==> src/rtl/hatch_pkg.sv <==
// Shared types and constants for the egg-hatch game controller.
package hatch_pkg;

  typedef enum logic [1:0] {
    IDLE,
    PLAY,
    HATCHED,
    FAILED
  } state_t;

  localparam int DZ_W   = 5;
  localparam int TIME_W = 6;

  localparam logic [DZ_W-1:0] DZ_HATCHED = 5'd16;

endpackage

==> src/rtl/sec_timer.sv <==
// Game-second timer: a prescaler divides clk down to seconds and a
// down-counter tracks the seconds left in the round.
module sec_timer
  import hatch_pkg::*;
#(
  parameter int CLK_DIV    = 1000,
  parameter int TIME_LIMIT = 30
) (
  input  logic              clk,
  input  logic              rst_n,
  input  logic              load,
  input  logic              enable,
  output logic [TIME_W-1:0] time_left,
  output logic              expire
);

  localparam int PW = (CLK_DIV > 1) ? $clog2(CLK_DIV) : 1;
  localparam logic [PW-1:0]     PRE_LAST = PW'(CLK_DIV - 1);
  localparam logic [TIME_W-1:0] TL_INIT  = TIME_W'(TIME_LIMIT);

  logic [PW-1:0] prescaler;
  logic          tick;

  // A second elapses on the prescaler terminal count; the last one ends the round.
  assign tick   = enable && (prescaler == PRE_LAST);
  assign expire = tick && (time_left == TIME_W'(1));

  // Prescaler and seconds counter; load restarts the round, counting only while enabled.
  always_ff @(posedge clk or negedge rst_n) begin
    if (!rst_n) begin
      prescaler <= '0;
      time_left <= TL_INIT;
    end else if (load) begin
      prescaler <= '0;
      time_left <= TL_INIT;
    end else if (enable) begin
      if (prescaler == PRE_LAST) begin
        prescaler <= '0;
        if (time_left != '0) begin
          time_left <= time_left - 1'b1;
        end
      end else begin
        prescaler <= prescaler + 1'b1;
      end
    end
  end

endmodule

==> src/rtl/hatch_ctrl.sv <==
// Egg-hatch game controller: turns debounced taps into egg stages,
// runs the round countdown and strobes dst whenever the display must reload.
module hatch_ctrl
  import hatch_pkg::*;
#(
  parameter int CLK_DIV        = 1000,
  parameter int TAPS_PER_STAGE = 4,
  parameter int TIME_LIMIT     = 30
) (
  input  logic              clk,
  input  logic              rst_n,
  input  logic              btn_start,
  input  logic              btn_tap,
  output logic [DZ_W-1:0]   dz_num,
  output logic              fail,
  output logic              win,
  output logic              dst,
  output logic [TIME_W-1:0] time_left
);

  localparam int CW = $clog2(TAPS_PER_STAGE) + 1;
  localparam logic [CW-1:0] CNT_LAST = CW'(TAPS_PER_STAGE - 1);

  state_t        state;
  logic [CW-1:0] tap_cnt;
  logic          start_ok;
  logic          playing;
  logic          stage_up;
  logic          hatching;
  logic          timer_expire;

  // A start is only honoured outside PLAY; a tap only counts inside PLAY.
  assign playing  = (state == PLAY);
  assign start_ok = btn_start && !playing;
  assign stage_up = playing && btn_tap && (tap_cnt == CNT_LAST);
  assign hatching = stage_up && (dz_num == DZ_HATCHED - 1'b1);

  sec_timer #(
    .CLK_DIV    (CLK_DIV),
    .TIME_LIMIT (TIME_LIMIT)
  ) u_sec_timer (
    .clk       (clk),
    .rst_n     (rst_n),
    .load      (start_ok),
    .enable    (playing),
    .time_left (time_left),
    .expire    (timer_expire)
  );

  // Game FSM with tap/stage counting; a hatching tap beats a same-cycle timeout.
  always_ff @(posedge clk or negedge rst_n) begin
    if (!rst_n) begin
      state   <= IDLE;
      dz_num  <= '0;
      tap_cnt <= '0;
      fail    <= 1'b0;
      win     <= 1'b0;
      dst     <= 1'b0;
    end else begin
      dst <= 1'b0;
      case (state)
        IDLE, HATCHED, FAILED: begin
          if (btn_start) begin
            state   <= PLAY;
            dz_num  <= '0;
            tap_cnt <= '0;
            fail    <= 1'b0;
            win     <= 1'b0;
            dst     <= 1'b1;
          end
        end
        PLAY: begin
          if (hatching) begin
            state   <= HATCHED;
            dz_num  <= DZ_HATCHED;
            tap_cnt <= '0;
            win     <= 1'b1;
            dst     <= 1'b1;
          end else if (timer_expire) begin
            state <= FAILED;
            fail  <= 1'b1;
            dst   <= 1'b1;
          end else if (btn_tap) begin
            if (tap_cnt == CNT_LAST) begin
              tap_cnt <= '0;
              dz_num  <= dz_num + 1'b1;
              dst     <= 1'b1;
            end else begin
              tap_cnt <= tap_cnt + 1'b1;
            end
          end
        end
        default: state <= IDLE;
      endcase
    end
  end

endmodule

==> config.mk <==
export PLATFORM = sky130hd
export DESIGN_NAME = hatch_ctrl
export DESIGN_NICKNAME = d
export VERILOG_FILES = /design/src/rtl/hatch_pkg.sv /design/src/rtl/sec_timer.sv /design/src/rtl/hatch_ctrl.sv
export SDC_FILE = /design/constraint.sdc
export NUM_CORES = 1
export LEC_CHECK = 0
export BUFFER_PORTS_ARGS = -buffer_cell sky130_fd_sc_hd__buf_2
export CAP_MARGIN = 25
export CORE_MARGIN = 2
export CORE_UTILIZATION = 52
export CTS_CLUSTER_DIAMETER = 30
export DETAILED_ROUTE_END_ITERATION = 10
export GPL_TIMING_DRIVEN = 0
export PLACE_DENSITY = 0.8
export RECOVER_POWER = 50
export SYNTH_ARGS = -nofsm -noshare
export SYNTH_HDL_FRONTEND = slang
export SYNTH_HIERARCHICAL = 1
export SYNTH_SLANG_ARGS = --single-unit
==> constraint.sdc <==
create_clock -name clk -period 2.1 [get_ports clk]
set_input_delay 0.21 -clock clk [delete_from_list [all_inputs] [get_ports clk]]
set_output_delay 0.21 -clock clk [all_outputs]
set_load 0.05 [all_outputs]
**Word level (Yosys, flattened, before mapping)**

Index checks and enable logic that the tools add are counted.

- Add/sub/neg operators: 4
- Equal/unequal tests: 15
- Muxes and demuxes: 35
- Reductions and logical operators: 19

Operator list:

| operator | count |
|---|---|
| 2-to-1 mux 10 bit | 3 |
| 2-to-1 mux 5 bit | 5 |
| 2-to-1 mux 6 bit | 4 |
| 2-to-1 mux 3 bit | 5 |
| adder 10 x 1 -> 10 bit, second input constant | 1 |
| == test 10 bit, second input constant | 1 |
| one-hot mux 5 bit (2 select lines) | 1 |
| 2-to-1 mux 1 bit | 9 |
| AND reduction 3 bit | 3 |
| == test 6 x 1 -> 1 bit, second input constant | 1 |
| logical AND 1 bit | 6 |
| 2-to-1 mux 2 bit | 3 |
| inequality test 3 x 1 -> 1 bit, second input constant | 2 |
| one-hot mux 1 bit (2 select lines) | 3 |
| one-hot mux 3 bit (2 select lines) | 1 |
| nonzero test 2 bit | 3 |
| nonzero test 6 bit | 1 |
| subtractor 6 x 1 -> 6 bit, second input constant | 1 |
| adder 5 x 1 -> 5 bit, second input constant | 1 |
| == test 5 x 4 -> 1 bit, second input constant | 1 |
| == test 2 bit, second input constant | 2 |
| inequality test 2 x 1 -> 1 bit, second input constant | 2 |
| inequality test 2 bit, second input constant | 2 |
| one-hot mux 2 bit (2 select lines) | 1 |
| 10 further kinds | 11 |

- Bits in registers: 29
- Input bits: 4
- Output and inout port bits: 14
- Word-level logic and storage cells: 81

**Depth between registers and ports, before layout**

Gate-level depths: netlist of the first run.

- Depth after elaboration: 6
- Gate-level depth with buffers: 9
- Gate-level depth less buffers: 9

**Modules after synthesis**

Netlist of the first run, hierarchy kept.

By module, submodules not included:

| module | times used | cells each | area an instance (um^2) | sequential area each (um^2) |
|---|---|---|---|---|
| sec_timer | 1 | 94 | 957.2 | 405.4 |
| hatch_ctrl | 1 | 70 | 709.4 | 325.3 |

**Worst setup path after synthesis of the first run**

OpenSTA, ideal clock, no wires.

- Path kind: register to register
- From: reg dz_num[0]
- To: reg dz_num[3]
- Library setup time: 0.121 ns
- Arrival: 1.968 ns
- Required time: 1.979 ns
- Slack: 0.011 ns
- Cell stages (with the launch flop): 8
- Path buffers: 0
- Period minus slack after synthesis: 2.089 ns
- Cell sequence: dfrtp_1 -> ha_1 -> and3_1 -> ha_1 -> and4b_1 -> nor2_1 -> a211o_1 -> a22o_1

- Word-level cells in the longest chain between the ends: 6
- Elaborated cells on any way between the ends: 12
- Those cells by class: add/sub (1); eq/ne (4); mux (5); reduce/logical (2)

Ends and longest elaborated chain:

| element | line | source |
|---|---|---|
| start, declared | hatch_ctrl.sv:14 | `output logic [DZ_W-1:0] dz_num,` |
| start signal, assigned | hatch_ctrl.sv:86 | `dz_num <= dz_num + 1'b1;` |
| adder 5 x 1 -> 5 bit | hatch_ctrl.sv:86 |  |
| 2-to-1 mux 5 bit | hatch_ctrl.sv:84 | `if (tap_cnt == CNT_LAST) begin` |
| 2-to-1 mux 5 bit | hatch_ctrl.sv:83 | `end else if (btn_tap) begin` |
| 2-to-1 mux 5 bit | hatch_ctrl.sv:79 | `end else if (timer_expire) begin` |
| 2-to-1 mux 5 bit | hatch_ctrl.sv:73 | `if (hatching) begin` |
| one-hot mux 5 bit (2 select lines) | hatch_ctrl.sv:61 | `case (state)` |

Parallel ways exist; a longest one is shown, timed or not. The select of a mux whose other input is x is not followed.
A chain may end at the register's enable or synchronous reset.

**Worst setup path in the final report of the first run**

- From: reg state[1]
- To: reg dz_num[4]

- Elaborated cells on any way between the ends: 17
- Those cells by class: eq/ne (7); mux (2); reduce/logical (8)

RTL lines:

| element | line | source |
|---|---|---|
| start, declared | hatch_ctrl.sv:24 | `state_t state;` |
| start signal, assigned | hatch_ctrl.sv:53 | `state <= IDLE;` |
| start signal, assigned | hatch_ctrl.sv:64 | `state <= PLAY;` |
| start signal, assigned | hatch_ctrl.sv:74 | `state <= HATCHED;` |
| == test 2 x 1 -> 1 bit | hatch_ctrl.sv:33 | `assign playing = (state == PLAY);` |
| named net playing | hatch_ctrl.sv:27 | `logic playing;` |
| logical AND 1 bit | sec_timer.sv:25 | `assign tick = enable && (prescaler == PRE_LAST);` |
| logical AND 1 bit | sec_timer.sv:26 | `assign expire = tick && (time_left == TIME_W'(1));` |
| named net timer_expire | hatch_ctrl.sv:30 | `logic timer_expire;` |
| inequality test 3 bit (no source line) | n/a |  |
| AND reduction 4 bit (no source line) | n/a |  |

The timed path passes the listed nets, and every way through them passes these cells.

==> metrics.txt, run 1 <==
status complete, but fails checks; failing checks max-capacitance violations, max-slew violations; Leak Pwr 0.871 nW; post-layout minimum cycle time 2030 ps; clock tree buffer depth 2; routed via count 1,371; global routing usage on met1 0.239; Die H 60.6 µm; Clock Power Share 0.190; CP bufs+invs 1; Worst slew margin -0.0246; die area 0.00367 mm²; Sink Count 29; GR peak layer met2; DR WL/cell 14.4 µm; grt met2 use 0.347; CTS H-tree lvls 2; Yosys cell types 52; crit start category register; Sw Ratio 0.415; Final Setup Violations 0; sequential share of the synthesized area 0.438; first-pass GRT wire length 5550 µm; Req. time, crit path 2330 ps; Via density 5.74; Critical Path End Type register; CORE AREA 0.00305 mm²; DRT Wirelength 3430 µm; Synth async-reset ratio 1.00; antenna violations before repair 0; CP max stage cell dfrtp_1; post-route clock skew 8.10 ps; fillers 256; Synth Register Bits 29; final core occ 0.636; Area Growth Syn to Fin 16.4%; DP Wirelength 2410 µm; area of the mapped netlist 0.00167 mm²; DRC violations left 0; antenna viol nets, final 0; vias in the first global route 1,270; fin cells 239; Logic pwr share 0.343; Antenna diodes 0; Post-Synthesis Cells 164; clk root buf clkbuf_4; critical path class register to register; crit-path max FO 11; Yosys Warn Count 6; Initial Util 0.546; Final Cycle Share 0.969; Hold Vio Cnt, Final 0; EDFF count, synth 0; Reg clk slew, reported paths 90 ps; RSZ-0062 raised after global routing no; Global Route met3 Usage 0.0746; layout net count 205; Min-Delay Path Class input pin to register; power per cell area 972 mW/mm²; Top FF cell, synth dfrtp_1; I/O pin total 18; most frequent cells in the layout dfrtp_1 (25), nor2_1 (18), clkbuf_1 (12); total global routing track utilization 0.209; Skew-Pair Late Insertion Delay 330 ps; fin. max-slew vios 30; largest net degree at the start of global routing 30; Syn Area/Cell 10.2 µm²; GP Congestion 0.800; CP Cell Sequence nand2b_4 > inv_8 > nand4_4 > nor3_4 > and3_4 > nand4bb_1 > o21ai_4 > nor2_2 > mux2_2; cell total after placement 225; die span in x 60.6 µm; worst slew pin tran 1540 ps; DRT iter0 DRCs 77; Pre-antenna DRT Iters 4; CTS tree done; Cell Rows 20; Seq pwr share 0.467; CP peak stage delay 410 ps; Tot Pwr 1.89 mW; Congestion Overflow GR 0; Max Freq 492 MHz; Net Sw Power 0.783 mW; commonest non-fill, non-tap cell in the layout dfrtp_1; Worst Path Arrival 2260 ps; cell internal pwr 1.10 mW; Net Count, Synth 175; number of max-cap violations 1; layout cell share with drive strength beyond 1 0.262; # port buffers 17; delay-heaviest family, CP simple AND/OR/NAND/NOR gates; peak supply drop 0.447 mV; cts bufs inserted 5
==> routing by layer <==
layer,part of all wire,up-vias,routed length (µm)
met4,0.018,0,61
met1,0.43,671,1470
met5,0,-,0
li1,-,650,-
met3,0.051,7,175
met2,0.50,43,1730
==> cells in the mapped netlist (all sizes together) (2+ instances only) <==
| master | instances | area, µm² |
|---|---|---|
| a21o | 3 | 23.8 |
| a21oi | 7 | 35.0 |
| a31o | 2 | 17.5 |
| and2 | 3 | 23.8 |
| and3 | 5 | 33.8 |
| clkbuf | 3 | 11.3 |
| dfrtp | 25 | 626 |
| dfstp | 4 | 105 |
| ha | 7 | 87.6 |
| inv | 7 | 31.3 |
| mux2 | 2 | 22.5 |
| mux2i | 3 | 30.0 |
| nand2 | 5 | 18.8 |
| nand2b | 6 | 45.0 |
| nand3 | 8 | 40.0 |
| nand3b | 3 | 22.5 |
| nand4 | 4 | 31.3 |
| nor2 | 19 | 73.8 |
| nor2b | 2 | 12.5 |
| nor3 | 7 | 35.0 |
| nor4 | 2 | 18.8 |
| o211ai | 2 | 15.0 |
| o21ai | 8 | 43.8 |
| o31ai | 2 | 15.0 |
| or2 | 2 | 12.5 |
| xnor2 | 3 | 26.3 |
| xor2 | 5 | 43.8 |
==> worst paths after layout <==
check | startpoint | endpoint | slack, ps | cells after the start
setup / recovery | state[1] | dz_num[4] | 70 | 9
hold / removal | btn_start | state[1] | 170 | 2
setup reg to reg | state[1] | dz_num[4] | 70 | 9
min in group asynchronous | rst_n | tap_cnt[2] | 780 | 2
max in group asynchronous | rst_n | u_sec_timer/prescaler[5] | 420 | 2
hold reg to reg | state[1] | state[1] | 500 | 1
==> worst register-to-register path: stages, from the launching register on <==
cell,delay (ps)
dfrtp_1,410
nand2b_4,200
inv_8,120
nand4_4,140
nor3_4,200
and3_4,230
nand4bb_1,160
o21ai_4,120
nor2_2,80
mux2_2,270
==> metrics by stage <==
| stage | hold WS [ps] | TNS [ps] | cell area [µm²] | worst slack, ps |
|---|---|---|---|---|
| after CTS | 164 | 0 | 1920 | 17.2 |
| after global placement | 257 | -303 | 1810 | -150 |
| final | 171 | 0 | 1940 | 65.5 |
| after floorplan | -85.6 | 0 | 1670 | 11.1 |
| after global routing | 174 | 0 | 1940 | 4.00 |
| after detailed placement | 271 | -701 | 1810 | -229 |
==> logic make-up (layout without fill, tap and decap cells) <==
family	after synthesis	in the layout	share of synthesized area
simple gates	72	72	0.264
compound gates	32	32	0.140
flops	29	29	0.438
buf+inv	11	42	0.0323
xor+xnor	8	8	0.0420
fa+ha+maj	7	7	0.0526
mux	5	5	0.0315
==> what timing repair did <==
| action | 4_1_cts | 5_1_grt |
|---|---|---|
| endpoints found under the setup margin | 8 | 4 |
| cloned | 0 | 0 |
| buffers inserted | 1 | 4 |
| hold buffers | 1 | 0 |
| pin swaps | 1 | 1 |
| endpoints found under the hold margin | 25 | 0 |
| gates resized for setup | 6 | 2 |
==> state kept, by name (all words and copies together), names as in the netlist <==
| name | count |
|---|---|
| dst | 1 |
| fail | 1 |
| u_sec_timer/prescaler | 10 |
| tap_cnt | 3 |
| dz_num | 5 |
| u_sec_timer/time_left | 6 |
| state | 2 |
| win | 1 |
==> area by class of cell <==
| type | count | area [µm²] | area share |
|---|---|---|---|
| Tap cell | 44 | 55.1 | 0.0284 |
| Inverter | 7 | 33.8 | 0.0174 |
| Multi-Input combinational cell | 124 | 916 | 0.472 |
| Buffer | 4 | 22.5 | 0.0116 |
| Timing Repair Buffer | 23 | 124 | 0.0638 |
| Clock buffer | 8 | 58.8 | 0.0303 |
| Sequential cell | 29 | 731 | 0.377 |
==> power by group through the flow <==
stage,Clock [mW],Sequential (mW),Combinational [mW]
6_report,0.359,0.881,0.648
5_1_grt,0.393,0.902,0.710
4_1_cts,0.368,0.874,0.652
3_5_place_dp,0,0.879,0.635
3_3_place_gp,0,0.860,0.605
2_1_floorplan,0,1.01,0.336
Note: power is estimated with default switching activity, not from simulation.
==> run 2, diff against run 1 <==
CORE_UTILIZATION = 58   (was 52)
GPL_TIMING_DRIVEN = default   (was 0)
PLACE_DENSITY = 0.84   (was 0.8)
clock period = 2.15 ns   (was 2.1 ns; I/O delays follow)
==> run 2 against run 1 <==
Compared with the run above:
- register-to-register slack improved by 70 ps
- utilization rose by 4.3 points
- the run still ends with max-capacitance violations, max-slew violations left
- critical path depth fell by 1
- non-clock buffer count fell by 6
==> metrics.txt, run 2 (same netlist as run 1, synthesis figures left out) <==
status complete, but fails checks; failing checks max-capacitance violations, max-slew violations; Final Cycle Share 0.937; post-route clock skew 9.83 ps; Pre-antenna DRT Iters 4; clock tree buffer depth 2; Min-Delay Path Class input pin to register; Worst R2R Start u_sec_timer/prescaler[0]; layout net count 199; Final Setup Violations 0; Hold Vio Cnt, Final 0; hold endpoint state[1]; first-pass GRT wire length 5800 µm; Tot Pwr 1.82 mW; Die H 57.6 µm; placed cell areas 0.00179 mm²; Largest register FFs 10; Top reg by flops u_sec_timer/prescaler; Antenna diodes 0; I/O pin total 18; commonest non-fill, non-tap cell in the layout dfrtp_1; fin area 0.00186 mm²; die area 0.00332 mm²; antenna violations before repair 0; DR WL/cell 15.9 µm; CTS tree done; power per cell area 982 mW/mm²; post-CTS setup buffer count 0; DRT Wirelength 3480 µm; clk root buf clkbuf_4; Leak Pwr 0.831 nW; Worst slew margin -0.0254; Multi-input gate area 891 µm²; most frequent cells in the layout dfrtp_1 (25), nor2_1 (18), buf_2 (10); DRC violations left 0; die span in x 57.6 µm; total global routing track utilization 0.231; Initial Util 0.610; Via density 6.10; crit-path max FO 6; post-layout minimum cycle time 2020 ps; Seq pwr share 0.471; Hold Path Stages 2; FF-to-FF End dz_num[4]; number of max-cap violations 1; Critical Path End Type register; antenna viol nets, final 0; CTS H-tree lvls 2; critical path class register to register; Clock Power Share 0.187; Req. time, crit path 2380 ps; Max Freq 496 MHz; setup TNS 0 ps; r2r worst-path depth 8; Register Area 731 µm²; vias in the first global route 1,414; Worst Path Arrival 2250 ps; # port buffers 17; fin. max-slew vios 30; layout cell share with drive strength beyond 1 0.255; Sink Count 29; Reg clk slew, reported paths 90 ps; Sw Ratio 0.415; routed via count 1,335; DP Wirelength 2420 µm; largest net degree at the start of global routing 30; fillers 221; GP Congestion 0.849; Skew-Pair Late Insertion Delay 340 ps; cell internal pwr 1.07 mW; worst slew pin tran 1540 ps; CORE AREA 0.00273 mm²; Cell Rows 19; peak supply drop 0.809 mV; R2R Setup Slk 130 ps; Logic pwr share 0.343; Congestion Overflow GR 0; Hold Path Origin btn_start; Net Sw Power 0.756 mW; crit start category register; Area Growth Syn to Fin 11.3%; cts bufs inserted 5; biggest regs u_sec_timer/prescaler x10, u_sec_timer/time_left x6, dz_num x5; DRT iter0 DRCs 71
run 2: worst max path at each step:
stage | from | end | slack (ps) | cells past startpoint
2_1_floorplan | dz_num[0] | dz_num[3] | 60 | 7
3_3_place_gp | u_sec_timer/prescaler[0] | dz_num[4] | 160 | 8
3_5_place_dp | u_sec_timer/prescaler[0] | dz_num[4] | 40 | 8
4_1_cts | u_sec_timer/prescaler[0] | dz_num[4] | 30 | 8
5_1_grt | u_sec_timer/prescaler[0] | dz_num[4] | -8 | 8
6_report | u_sec_timer/prescaler[0] | dz_num[4] | 130 | 8
run 2: final cells by class:
| cell class | count | area share |
|---|---|---|
| clock buffers | 7 | 0.0297 |
| inverters | 7 | 0.0169 |
| multi-input cells | 124 | 0.480 |
| flip-flops and latches | 29 | 0.394 |
| well taps | 31 | 0.0209 |
| repair buffers | 21 | 0.0587 |
run 2: repair_timing:
item | in CTS | in global routing
endpoints found under the hold margin | 25 | 0
gates resized for setup | 0 | 3
hold buffers | 1 | 0
setup endpoints to repair | 0 | 4
run 2: routing by layer:
layer  part of all wire  up-vias  GRT usage  routed length (µm)
met5                  0        -          0                   0
met4              0.013        0      0.159                  44
met3              0.037        5     0.0522                 127
met2               0.52       32      0.401                1810
met1               0.43      663      0.247                1490
li1                   -      635          -                   -
run 2: per-stage QoR:
stage,utilization,hold WS [ps],cells,setup slack [ps]
3_3_place_gp,0.655,263,211,164
6_report,0.679,180,219,134
4_1_cts,0.679,183,219,34.2
2_1_floorplan,-,-80.6,164,61.1
3_5_place_dp,0.655,269,211,44.3
5_1_grt,0.679,175,219,-7.67
run 2: power by group through the flow:
stage | sequential, mW | combinational (mW) | clock (mW)
global placement | 0.846 | 0.594 | 0
finish | 0.858 | 0.624 | 0.341
CTS | 0.852 | 0.625 | 0.345
floorplan | 0.983 | 0.329 | 0
global route | 0.874 | 0.686 | 0.368
detailed placement | 0.863 | 0.621 | 0
run 2: worst max-delay path, cell delays in order (launching register included):
cell,delay (ps)
dfrtp_1,440
ha_2,250
nand4b_4,130
nor3_2,190
and3_2,270
nand4bb_1,130
o21ai_2,140
nor2_2,80
mux2_2,270
==> run 3, diff against run 2 <==
BUFFER_PORTS_ARGS = -buffer_cell sky130_fd_sc_hd__buf_4   (was -buffer_cell sky130_fd_sc_hd__buf_2)
GPL_ROUTABILITY_DRIVEN = 0   (was default)
==> run 3 against run 2 <==
Compared with the run above:
- clock-buffer cell count did not move
- critical path depth stayed put
- hold slack got worse by 65 ps
- the flow now finishes without violations
- register-to-register slack improved by 20 ps
- critical path type unchanged
- critical endpoint unchanged
- setup slack improved by 18 ps
- sequential cell count did not move
- fmax grew 0.91%
- sequential power about the same
- combinational power up 1%
==> metrics.txt, run 3 (same netlist as run 1, synthesis figures left out) <==
crit-path max FO 6; Register Area 732 µm²; CP peak stage delay 420 ps; CP max stage cell dfrtp_1; Req. time, crit path 2370 ps; Worst R2R Start u_sec_timer/prescaler[1]; Leak Pwr 0.838 nW; antenna viol nets, final 0; post-route clock skew 8.35 ps; cell internal pwr 1.08 mW; crit start category register; total global routing track utilization 0.245; Final Setup Violations 0; FF-to-FF End dz_num[4]; Multi-input gate area 891 µm²; status completed; Logic pwr share 0.346; setup TNS 0 ps; biggest regs u_sec_timer/prescaler x10, u_sec_timer/time_left x6, dz_num x5; Sw Ratio 0.410; post-layout minimum cycle time 2000 ps; R2R Setup Slk 150 ps; Worst slew margin 0.603; Initial Util 0.610; CP Cell Sequence ha_2 > nand4b_4 > nor3_2 > and3_2 > nand4bb_1 > o21ai_2 > nor2_2 > mux2_2; number of max-cap violations 0; Pre-antenna DRT Iters 4; Crit. Startpoint u_sec_timer/prescaler[1]; CORE AREA 0.00273 mm²; Tot Pwr 1.82 mW; post-route setup slack 153 ps; vias in the first global route 1,366; Max Freq 501 MHz; Reg clk slew, reported paths 90 ps; placed cell areas 0.00183 mm²; die area 0.00332 mm²; Worst Path Arrival 2220 ps; # port buffers 17; Antenna diodes 0; CP endpoint dz_num[4]; Hold Vio Cnt, Final 0; routed via count 1,345; CTS H-tree lvls 2; Largest register FFs 10; cts bufs inserted 5; largest net degree at the start of global routing 30; I/O pin total 18; fin. max-slew vios 0; first-pass GRT wire length 6020 µm; die span in x 57.6 µm; Cell Rows 19; layout net count 199; Sink Count 29; DRC violations left 0; power per cell area 969 mW/mm²; clk root buf clkbuf_4; peak supply drop 0.839 mV; CTS tree done; Via density 6.14; DP Wirelength 2470 µm; worst slew pin tran 598 ps; Seq pwr share 0.469; DRT iter0 DRCs 52; Final Cycle Share 0.929; critical path class register to register; Top reg by flops u_sec_timer/prescaler; Skew-Pair Late Insertion Delay 330 ps; Die H 57.6 µm; Min-Delay Path Class input pin to register; fin area 0.00188 mm²; Area Growth Syn to Fin 12.9%; Net Sw Power 0.749 mW; antenna violations before repair 0; Clock Power Share 0.185; Critical Path End Type register; fillers 232; Congestion Overflow GR 0; layout cell share with drive strength beyond 1 0.261; DR WL/cell 16.0 µm; post-CTS setup buffer count 0; pre-CTS WS 61.5 ps; most frequent cells in the layout dfrtp_1 (24), nor2_1 (18), buf_4 (13); DRT Wirelength 3490 µm; commonest non-fill, non-tap cell in the layout dfrtp_1; r2r worst-path depth 8; clock tree buffer depth 2
-- run 3: critical path, delay by kind of cell (launching register included) --
kind / cells / cell delay, ps
AO/OA/AOI/OAI: 1 / 150
adder cells (fa/ha/maj): 1 / 240
flip-flops: 1 / 420
multiplexers: 1 / 290
AND/OR/NAND/NOR: 5 / 800
-- run 3: through the flow --
step           hold slack [ps]  utilization  instances
2_1_floorplan            -80.6            -        164
3_3_place_gp               154        0.670        211
3_5_place_dp               159        0.670        211
4_1_cts                    100        0.694        219
5_1_grt                    103        0.688        219
6_report                   115        0.688        219
-- run 3: cell type report --
cell class / instances / share of cell area
Inverter: 7 / 0.0166
Timing Repair Buffer: 21 / 0.0711
Clock buffer: 7 / 0.0293
Sequential cell: 29 / 0.389
Tap cell: 31 / 0.0206
Multi-Input combinational cell: 124 / 0.473
-- run 3: power by group through the flow --
| stage | clock network, mW | registers (mW) | logic (mW) |
|---|---|---|---|
| finish | 0.337 | 0.855 | 0.632 |
| CTS | 0.347 | 0.852 | 0.655 |
| detailed placement | 0 | 0.862 | 0.651 |
| global placement | 0 | 0.849 | 0.623 |
| floorplan | 0 | 0.983 | 0.329 |
| global route | 0.369 | 0.884 | 0.694 |
-- run 3: metal layers --
metal / share of wire / track usage / wire length [µm] / vias to the layer above
met5: 0 / 0 / 0 / -
met4: 0.027 / 0.150 / 94 / 0
met3: 0.050 / 0.0907 / 175 / 12
met2: 0.50 / 0.377 / 1740 / 35
met1: 0.42 / 0.292 / 1480 / 663
li1: - / - / - / 635
-- run 3: worst min-delay path by stage --
stage                          from    endpoint  slack (ps)  cells past startpoint
after floorplan               rst_n         dst         -80                      0
after global placement        rst_n  tap_cnt[0]         150                      1
after detailed placement      rst_n  tap_cnt[0]         160                      1
after CTS                 btn_start    state[1]         100                      2
after global routing      btn_start    state[1]         100                      2
final                     btn_start    state[1]         120                      2
-- run 3: timing repair --
item | CTS | global route
gates resized for setup | 0 | 4
hold endpoints to repair | 25 | 0
endpoints found under the setup margin | 0 | 3
hold buffers | 1 | 0
